`src/rtl/fsk_frame_rx.sv`:
```
// Framed FSK receiver: counts line transitions per symbol window to decide bits,
// hunts for a sync byte, then assembles the following payload bits into a word.
module fsk_frame_rx #(
  parameter int                SYM_LEN = 16,
  parameter int                THRESH  = 12,
  parameter int                LOSS_TH = 4,
  parameter int                SYNC_W  = 8,
  parameter logic [SYNC_W-1:0] SYNC    = 8'hD5,
  parameter int                WORD_W  = 16
) (
  input  logic              clk,
  input  logic              rst,
  input  logic              fsk_in,
  output logic              bit_out,
  output logic              bit_valid,
  output logic [WORD_W-1:0] data_out,
  output logic              data_valid,
  output logic              locked,
  output logic              carrier
);

  localparam int SW  = $clog2(SYM_LEN);
  localparam int CW  = $clog2(SYM_LEN) + 1;
  localparam int BCW = $clog2(WORD_W + 1);

  typedef enum logic [1:0] {IDLE, HUNT, PAYLOAD} state_t;

  state_t              state_q, state_d;
  logic                fsk_q;
  logic [SW-1:0]       sym_cnt_q, sym_cnt_d;
  logic [CW-1:0]       edge_cnt_q, edge_cnt_d;
  logic [SYNC_W-1:0]   sync_sr_q, sync_sr_d;
  logic [WORD_W-1:0]   data_sr_q, data_sr_d;
  logic [BCW-1:0]      bit_cnt_q, bit_cnt_d;
  logic                bit_out_q, bit_out_d;
  logic                bit_valid_q, bit_valid_d;
  logic [WORD_W-1:0]   data_out_q, data_out_d;
  logic                data_valid_q, data_valid_d;
  logic                edge_w;
  logic                dec_bit;
  logic [CW-1:0]       total;

  function automatic logic [CW-1:0] sat_inc(input logic [CW-1:0] c, input logic e);
    if (e && (c < CW'(SYM_LEN))) return c + 1'b1;
    return c;
  endfunction

  always_comb begin
    edge_w       = fsk_in ^ fsk_q;
    total        = edge_cnt_q + {{(CW-1){1'b0}}, edge_w};
    dec_bit      = (total >= CW'(THRESH));
    state_d      = state_q;
    sym_cnt_d    = sym_cnt_q;
    edge_cnt_d   = edge_cnt_q;
    sync_sr_d    = sync_sr_q;
    data_sr_d    = data_sr_q;
    bit_cnt_d    = bit_cnt_q;
    bit_out_d    = bit_out_q;
    bit_valid_d  = 1'b0;
    data_out_d   = data_out_q;
    data_valid_d = 1'b0;
    case (state_q)
      IDLE: begin
        sym_cnt_d  = '0;
        edge_cnt_d = '0;
        // The edge that wakes us up is sample 0 of the first window.
        if (edge_w) begin
          state_d    = HUNT;
          sym_cnt_d  = SW'(1);
          edge_cnt_d = CW'(1);
        end
      end
      default: begin
        if (sym_cnt_q == SW'(SYM_LEN - 1)) begin
          sym_cnt_d  = '0;
          edge_cnt_d = '0;
          if (total < CW'(LOSS_TH)) begin
            state_d   = IDLE;
            sync_sr_d = '0;
            data_sr_d = '0;
            bit_cnt_d = '0;
          end else begin
            bit_out_d   = dec_bit;
            bit_valid_d = 1'b1;
            if (state_q == HUNT) begin
              sync_sr_d = {sync_sr_q[SYNC_W-2:0], dec_bit};
              if (sync_sr_d == SYNC) begin
                state_d   = PAYLOAD;
                bit_cnt_d = '0;
                data_sr_d = '0;
              end
            end else begin
              data_sr_d = {data_sr_q[WORD_W-2:0], dec_bit};
              bit_cnt_d = bit_cnt_q + 1'b1;
              // Each frame needs a fresh full sync, so the hunt history is wiped.
              if (bit_cnt_q == BCW'(WORD_W - 1)) begin
                data_out_d   = data_sr_d;
                data_valid_d = 1'b1;
                state_d      = HUNT;
                sync_sr_d    = '0;
                bit_cnt_d    = '0;
              end
            end
          end
        end else begin
          sym_cnt_d  = sym_cnt_q + 1'b1;
          edge_cnt_d = sat_inc(edge_cnt_q, edge_w);
        end
      end
    endcase
  end

  always_ff @(posedge clk) begin
    if (rst) begin
      state_q      <= IDLE;
      fsk_q        <= 1'b0;
      sym_cnt_q    <= '0;
      edge_cnt_q   <= '0;
      sync_sr_q    <= '0;
      data_sr_q    <= '0;
      bit_cnt_q    <= '0;
      bit_out_q    <= 1'b0;
      bit_valid_q  <= 1'b0;
      data_out_q   <= '0;
      data_valid_q <= 1'b0;
    end else begin
      state_q      <= state_d;
      fsk_q        <= fsk_in;
      sym_cnt_q    <= sym_cnt_d;
      edge_cnt_q   <= edge_cnt_d;
      sync_sr_q    <= sync_sr_d;
      data_sr_q    <= data_sr_d;
      bit_cnt_q    <= bit_cnt_d;
      bit_out_q    <= bit_out_d;
      bit_valid_q  <= bit_valid_d;
      data_out_q   <= data_out_d;
      data_valid_q <= data_valid_d;
    end
  end

  assign bit_out    = bit_out_q;
  assign bit_valid  = bit_valid_q;
  assign data_out   = data_out_q;
  assign data_valid = data_valid_q;
  assign locked     = (state_q == PAYLOAD);
  assign carrier    = (state_q != IDLE);

endmodule

```
`config.mk`:
```
export PLATFORM = sky130hd
export DESIGN_NAME = fsk_frame_rx
export DESIGN_NICKNAME = d
export VERILOG_FILES = /design/src/rtl/fsk_frame_rx.sv
export SDC_FILE = /design/constraint.sdc
export NUM_CORES = 1
export LEC_CHECK = 0
export ABC_AREA = 1
export CAP_MARGIN = 20
export CORE_MARGIN = 10
export CORE_UTILIZATION = 57
export DETAILED_ROUTE_END_ITERATION = 10
export PLACE_DENSITY = 0.78
export SYNTH_ARGS = -nofsm -noshare
export SYNTH_HDL_FRONTEND = slang
export SYNTH_SLANG_ARGS = --single-unit
```
`constraint.sdc`:
```
create_clock -name clk -period 3.1 [get_ports clk]
set_input_delay 0.62 -clock clk [delete_from_list [all_inputs] [get_ports clk]]
set_output_delay 0.62 -clock clk [all_outputs]
set_load 0.01 [all_outputs]
```
== After elaboration in Yosys (flattened, before gate mapping) ==
Index checks and enable logic that the tools add are counted.
Storage, ports and cells
  bits of input ports: 3
  output and inout bits: 21
  word-level logic and storage cells: 75
  register bits: 58
Cells by class
  eq/ne operators: 8
  reduce and logical (&&, ||, !) cells: 14
  multiplexer cells: 30
  bitwise operators: 5
  add/subtract/negate cells: 4
  $lt $le $gt $ge: 3
Operators with widths (count)
  $mux W15: 3
  $mux W5: 8
  $mux W7: 3
  $mux W2: 7
  $add A5 B1 Y5 const B: 2
  $reduce_and A3 Y1: 3
  $eq A8 B8 Y1 const B: 1
  $mux W4: 2
  $mux W1: 7
  $reduce_bool A3 Y1: 2
  $add A5 B1 Y5: 1
  $eq A5 B4 Y1 const B: 1
  $ge A5 B4 Y1 const B: 1
  $lt A5 B3 Y1 const B: 1
  $lt A5 B5 Y1 const B: 1
  $reduce_and A5 Y1: 1
  $reduce_or A5 Y1: 1
  $add A4 B1 Y4 const B: 1
  $eq A4 B4 Y1 const B: 1
  $ne A4 B2 Y1 const B: 1
  $not A1 Y1: 4
  $reduce_and A4 Y1: 1
  $reduce_bool A2 Y1: 2
  $reduce_bool A4 Y1: 1
  8 further kinds: 8

== Depth between registers and ports, before layout ==
  depth after elaboration: 9
  gate-level depth with buffers: 16
  depth with buffers taken out: 15

== Least setup slack after synthesis ==
Ideal clock, no wire load.
  path kind: input to register
  start point: input fsk_in
  end point: register data_sr_q[1]
  setup slack: 761 ps
  cell stages on the path: 15
  data required time: 2986 ps
  library setup time: 114 ps
  path buffers: 1
  arrival: 2226 ps
  cell sequence: xnor2_1 -> inv_1 -> ha_1 -> ha_1 -> inv_1 -> nand2_1 -> nand2_2 -> nand3_4 -> nor2_8 -> nor2_8 -> nand2_4 -> nand2_4 -> buf_6 -> a21oi_1 -> nor2_1
Between the ends
  word-level cells in the longest chain between the ends: 6
  elaborated cells on any way between the ends: 8
  those cells by class: add/sub (1); order compare (2); eq/ne (2); mux (1); bitwise (1); reduce/logical (1)
RTL lines
  start, declared: line 13  | input logic fsk_in,
  $xor A1 B1 Y1 *: line 49  | edge_w = fsk_in ^ fsk_q;
  $add A5 B1 Y5 *: line 50  | total = edge_cnt_q + {{(CW-1){1'b0}}, edge_w};
  $ge A5 B4 Y1: line 51  | dec_bit = (total >= CW'(THRESH));
  $eq A8 B8 Y1: line 87  | if (sync_sr_d == SYNC) begin
  $ne A3 B2 Y1 (no line)
  $reduce_and A3 Y1 (no line)
  end signal, assigned: line 132  | data_sr_q <= data_sr_d;
  end, declared: line 33  | logic [WORD_W-1:0] data_sr_q, data_sr_d;
Every way passes the cells marked *; elsewhere a longest branch is shown, timed or not.
A chain may end at the register's enable or synchronous reset.

== Worst setup path after layout ==
  start point: input fsk_in
  end point: register data_sr_q[13]
Same word-level chain as after synthesis.

==> reports/summary.txt <==
final core occ: 68.3%
Required @ worst endpoint: 3330 ps
switch share: 24.3%
worst hold slack: 457 ps
DR iter-0 viols: 146
drt first pass iters: 5
final WL: 5.40 mm
routability congestion estimate: 0.851
met1 WL: 2.52 mm
io pins: 24
pwr dens: 557 nW/um^2
worst-case reg-to-reg path depth: 14
leading area contributor after synthesis: dfxtp_1
largest net degree at the start of global routing: 34
Clock Sinks: 58
root buf cell: clkbuf_8
P_sw: 0.433 mW
Slew HR: 69.2%
buffer depth of the longest clock path: 2
number of remaining DRC errors: 0
met3 routed WL: 248 um
Final Max Slew Viols: 0
worst setup margin: 408 ps
crit path DAT: 2930 ps
H-tree depth: 3
Synth-to-Final Area Change: 17.4%
Int Pwr: 1.35 mW
die extent in x: 89.2 um
clk_lat worst skew: 340 ps
grt ovf: 0
outcome: completed
reg2reg end: data_sr_q[13]
hold crit path type: flop to flop
Worst setup SP type: primary input
first-pass GRT wire length: 9.35 mm
Achievable Freq: 371 MHz
setup bufs post-CTS: 0
CTS tree: done
met2 WL post-DR: 2.53 mm
die height: 89.2 um
commonest non-fill, non-tap cells in the layout: nand2_1 (101), dfxtp_1 (58), nor2_1 (49), inv_1 (37), nand3_1 (34)
antenna-violating nets left: 0
CP max FO: 30
largest cells by area after synthesis: dfxtp_1 (43%), nand2_1 (14%), nor2_1 (6.7%)
max_cap viols: 0
initial antenna violation count: 0
Post-CTS Resized: 0
placement row count: 25
clock skew: 7.63 ps
all-layer global routing usage: 14.8%
period utilization: 86.8%
Post-Place Cells: 443
hold depth: 2
clock power share: 48.4%
initial core utilization: 58.2%
hpwl dp: 3.77 mm
worst reg2reg startpoint: fsk_q
Cell Count, Final, Fillers Out: 459
Setup-failing EPs final: 0
sequential fraction of the synthesis area: 42.5%
CP startpoint: fsk_in
Netlist Area Pre-Place: 2730 um^2
distinct cell type count after synthesis: 29
Setup Crit Path Kind: primary input to flop
Comb pwr share: 8.2%
Avg WL per Cell: 11.8 um
Synthesized Nets: 383
Layout Nets: 408
Tmin final: 2690 ps
Hold Path Sink: bit_cnt_q[4]
flop-to-flop setup slack: 830 ps
Port Buffer Count: 23
Via density: 5.03
peak supply drop: 0.304 mV
core area: 4690 um^2
Num CTS Buffers: 9
Sum Neg Setup Slack: 0 ps
unrepaired setup endpoints after global routing: false
Setup crit end kind: flop
CP max stage delay: 490 ps
warnings from Yosys: 0
most common cell after layout, fill and taps aside: nand2_1
antenna fix cells: 0
Worst path slowest cell: clkdlybuf4s50_1
cells after synthesis: 375
share of cells above drive strength 1: 12.3%
sequential share of power: 43.4%
post-synth top area share: 42.5%
Die Area: 7950 um^2
Top Metal Used: met4
Place WS: 71.4 ps
worst hold path startpoint: bit_cnt_q[4]
Fin. Hold Viols: 0
Hold-fix buffers, CTS: 0
worst-margin pin slew: 461 ps
via count: 2309
Mean Syn Cell Area: 7.28 um^2
P_leak: 1.51 nW
clock-pin slew on the worst setup and hold paths: 70 ps
fillers: 395
CP Cell Sequence: clkdlybuf4s50_1, xnor2_1, inv_1, ha_1, ha_1, inv_1, nand2_1, nand2_2, nand3_4, nor2_8, nor2_8, nand2_4, nand2_4, a21oi_1, nor2_1
Seq cells post-synth: 58
vias in the first global route: 2117
-- Yosys cell counts --
| cell | instances |
|---|---|
| clkinv_1 | 1 |
| buf_6 | 6 |
| clkinv_2 | 1 |
| clkbuf_1 | 2 |
| buf_4 | 2 |
| nor2_1 | 49 |
| xor2_1 | 3 |
| nand2_1 | 101 |
| nand3_2 | 2 |
| ha_1 | 5 |
| nand4_4 | 1 |
| xnor2_1 | 1 |
| nor3_1 | 5 |
| nand3_4 | 1 |
| nor2_4 | 2 |
| inv_1 | 37 |
| or2_2 | 2 |
| nor2_8 | 3 |
| a21oi_1 | 29 |
| nor2_2 | 1 |
| nand2_4 | 2 |
| inv_2 | 5 |
| nand3_1 | 34 |
| a31oi_1 | 1 |
| nand2_2 | 9 |
| o21ai_0 | 4 |
| dfxtp_1 | 58 |
| nand4_1 | 4 |
| buf_2 | 4 |
-- metal layers --
metal,vias to the layer above,global-route usage [%]
met5,-,0
met4,0,7.51
met3,12,3.74
met2,35,23.5
met1,1033,18.2
li1,1229,-
-- area by class of cell --
| type | instances | area [um^2] | area share [%] |
|---|---|---|---|
| multi-input cells | 259 | 1290 | 40.3 |
| flip-flops and latches | 58 | 1160 | 36.2 |
| repair buffers | 28 | 268 | 8.36 |
| inverters | 44 | 166 | 5.20 |
| clock inverters | 7 | 125 | 3.91 |
| clock buffers | 9 | 124 | 3.87 |
| well taps | 54 | 67.6 | 2.11 |
-- sequential cells by signal, indices dropped and copies added, names as in the netlist --
signal and cells:
bit_cnt_q 5, sym_cnt_q 4, data_valid 1, sync_sr_q 7
bit_out 1, edge_cnt_q 5, data_sr_q 15, bit_valid 1
fsk_q 1, state_q 2, data_out 16
-- how the worst max path moves through the flow --
stage               endpoint  cells past startpoint
2_1_floorplan   data_sr_q[1]                     15
3_3_place_gp    data_sr_q[3]                     15
3_5_place_dp    data_sr_q[3]                     16
4_1_cts         data_sr_q[3]                     16
5_1_grt         data_sr_q[3]                     16
6_report       data_sr_q[13]                     15
-- power by group through the flow --
| stage | Combinational (mW) | Clock [mW] | Sequential (mW) |
|---|---|---|---|
| global placement | 0.143 | 0 | 0.791 |
| finish | 0.146 | 0.864 | 0.774 |
| global route | 0.163 | 0.923 | 0.776 |
| floorplan | 0.109 | 0 | 0.788 |
| detailed placement | 0.146 | 0 | 0.792 |
| CTS | 0.147 | 0.878 | 0.774 |
-- per-stage QoR --
step | power, mW | cell area [um^2]
after CTS | 1.80 | 3200
after detailed placement | 0.937 | 2950
final | 1.78 | 3200
after global placement | 0.934 | 2950
after global routing | 1.86 | 3200
after floorplan | 0.896 | 2730
-- cells by family (layout without fill, tap and decap cells) --
| kind of cell | after synthesis | after routing | synth area share (%) |
|---|---|---|---|
| simple gates | 216 | 216 | 37.5 |
| flops | 58 | 58 | 42.5 |
| buf+inv | 58 | 88 | 10.1 |
| compound gates | 34 | 34 | 6.28 |
| fa+ha+maj | 5 | 5 | 2.29 |
| xor+xnor | 4 | 4 | 1.28 |
-- critical path, delay by kind of cell --
| family | cells | cell delay, ps |
|---|---|---|
| simple gates | 8 | 860 |
| buf+inv | 3 | 650 |
| fa+ha+maj | 2 | 450 |
| compound gates | 1 | 210 |
| xor+xnor | 1 | 140 |
Power figures use the tool's default switching activity.
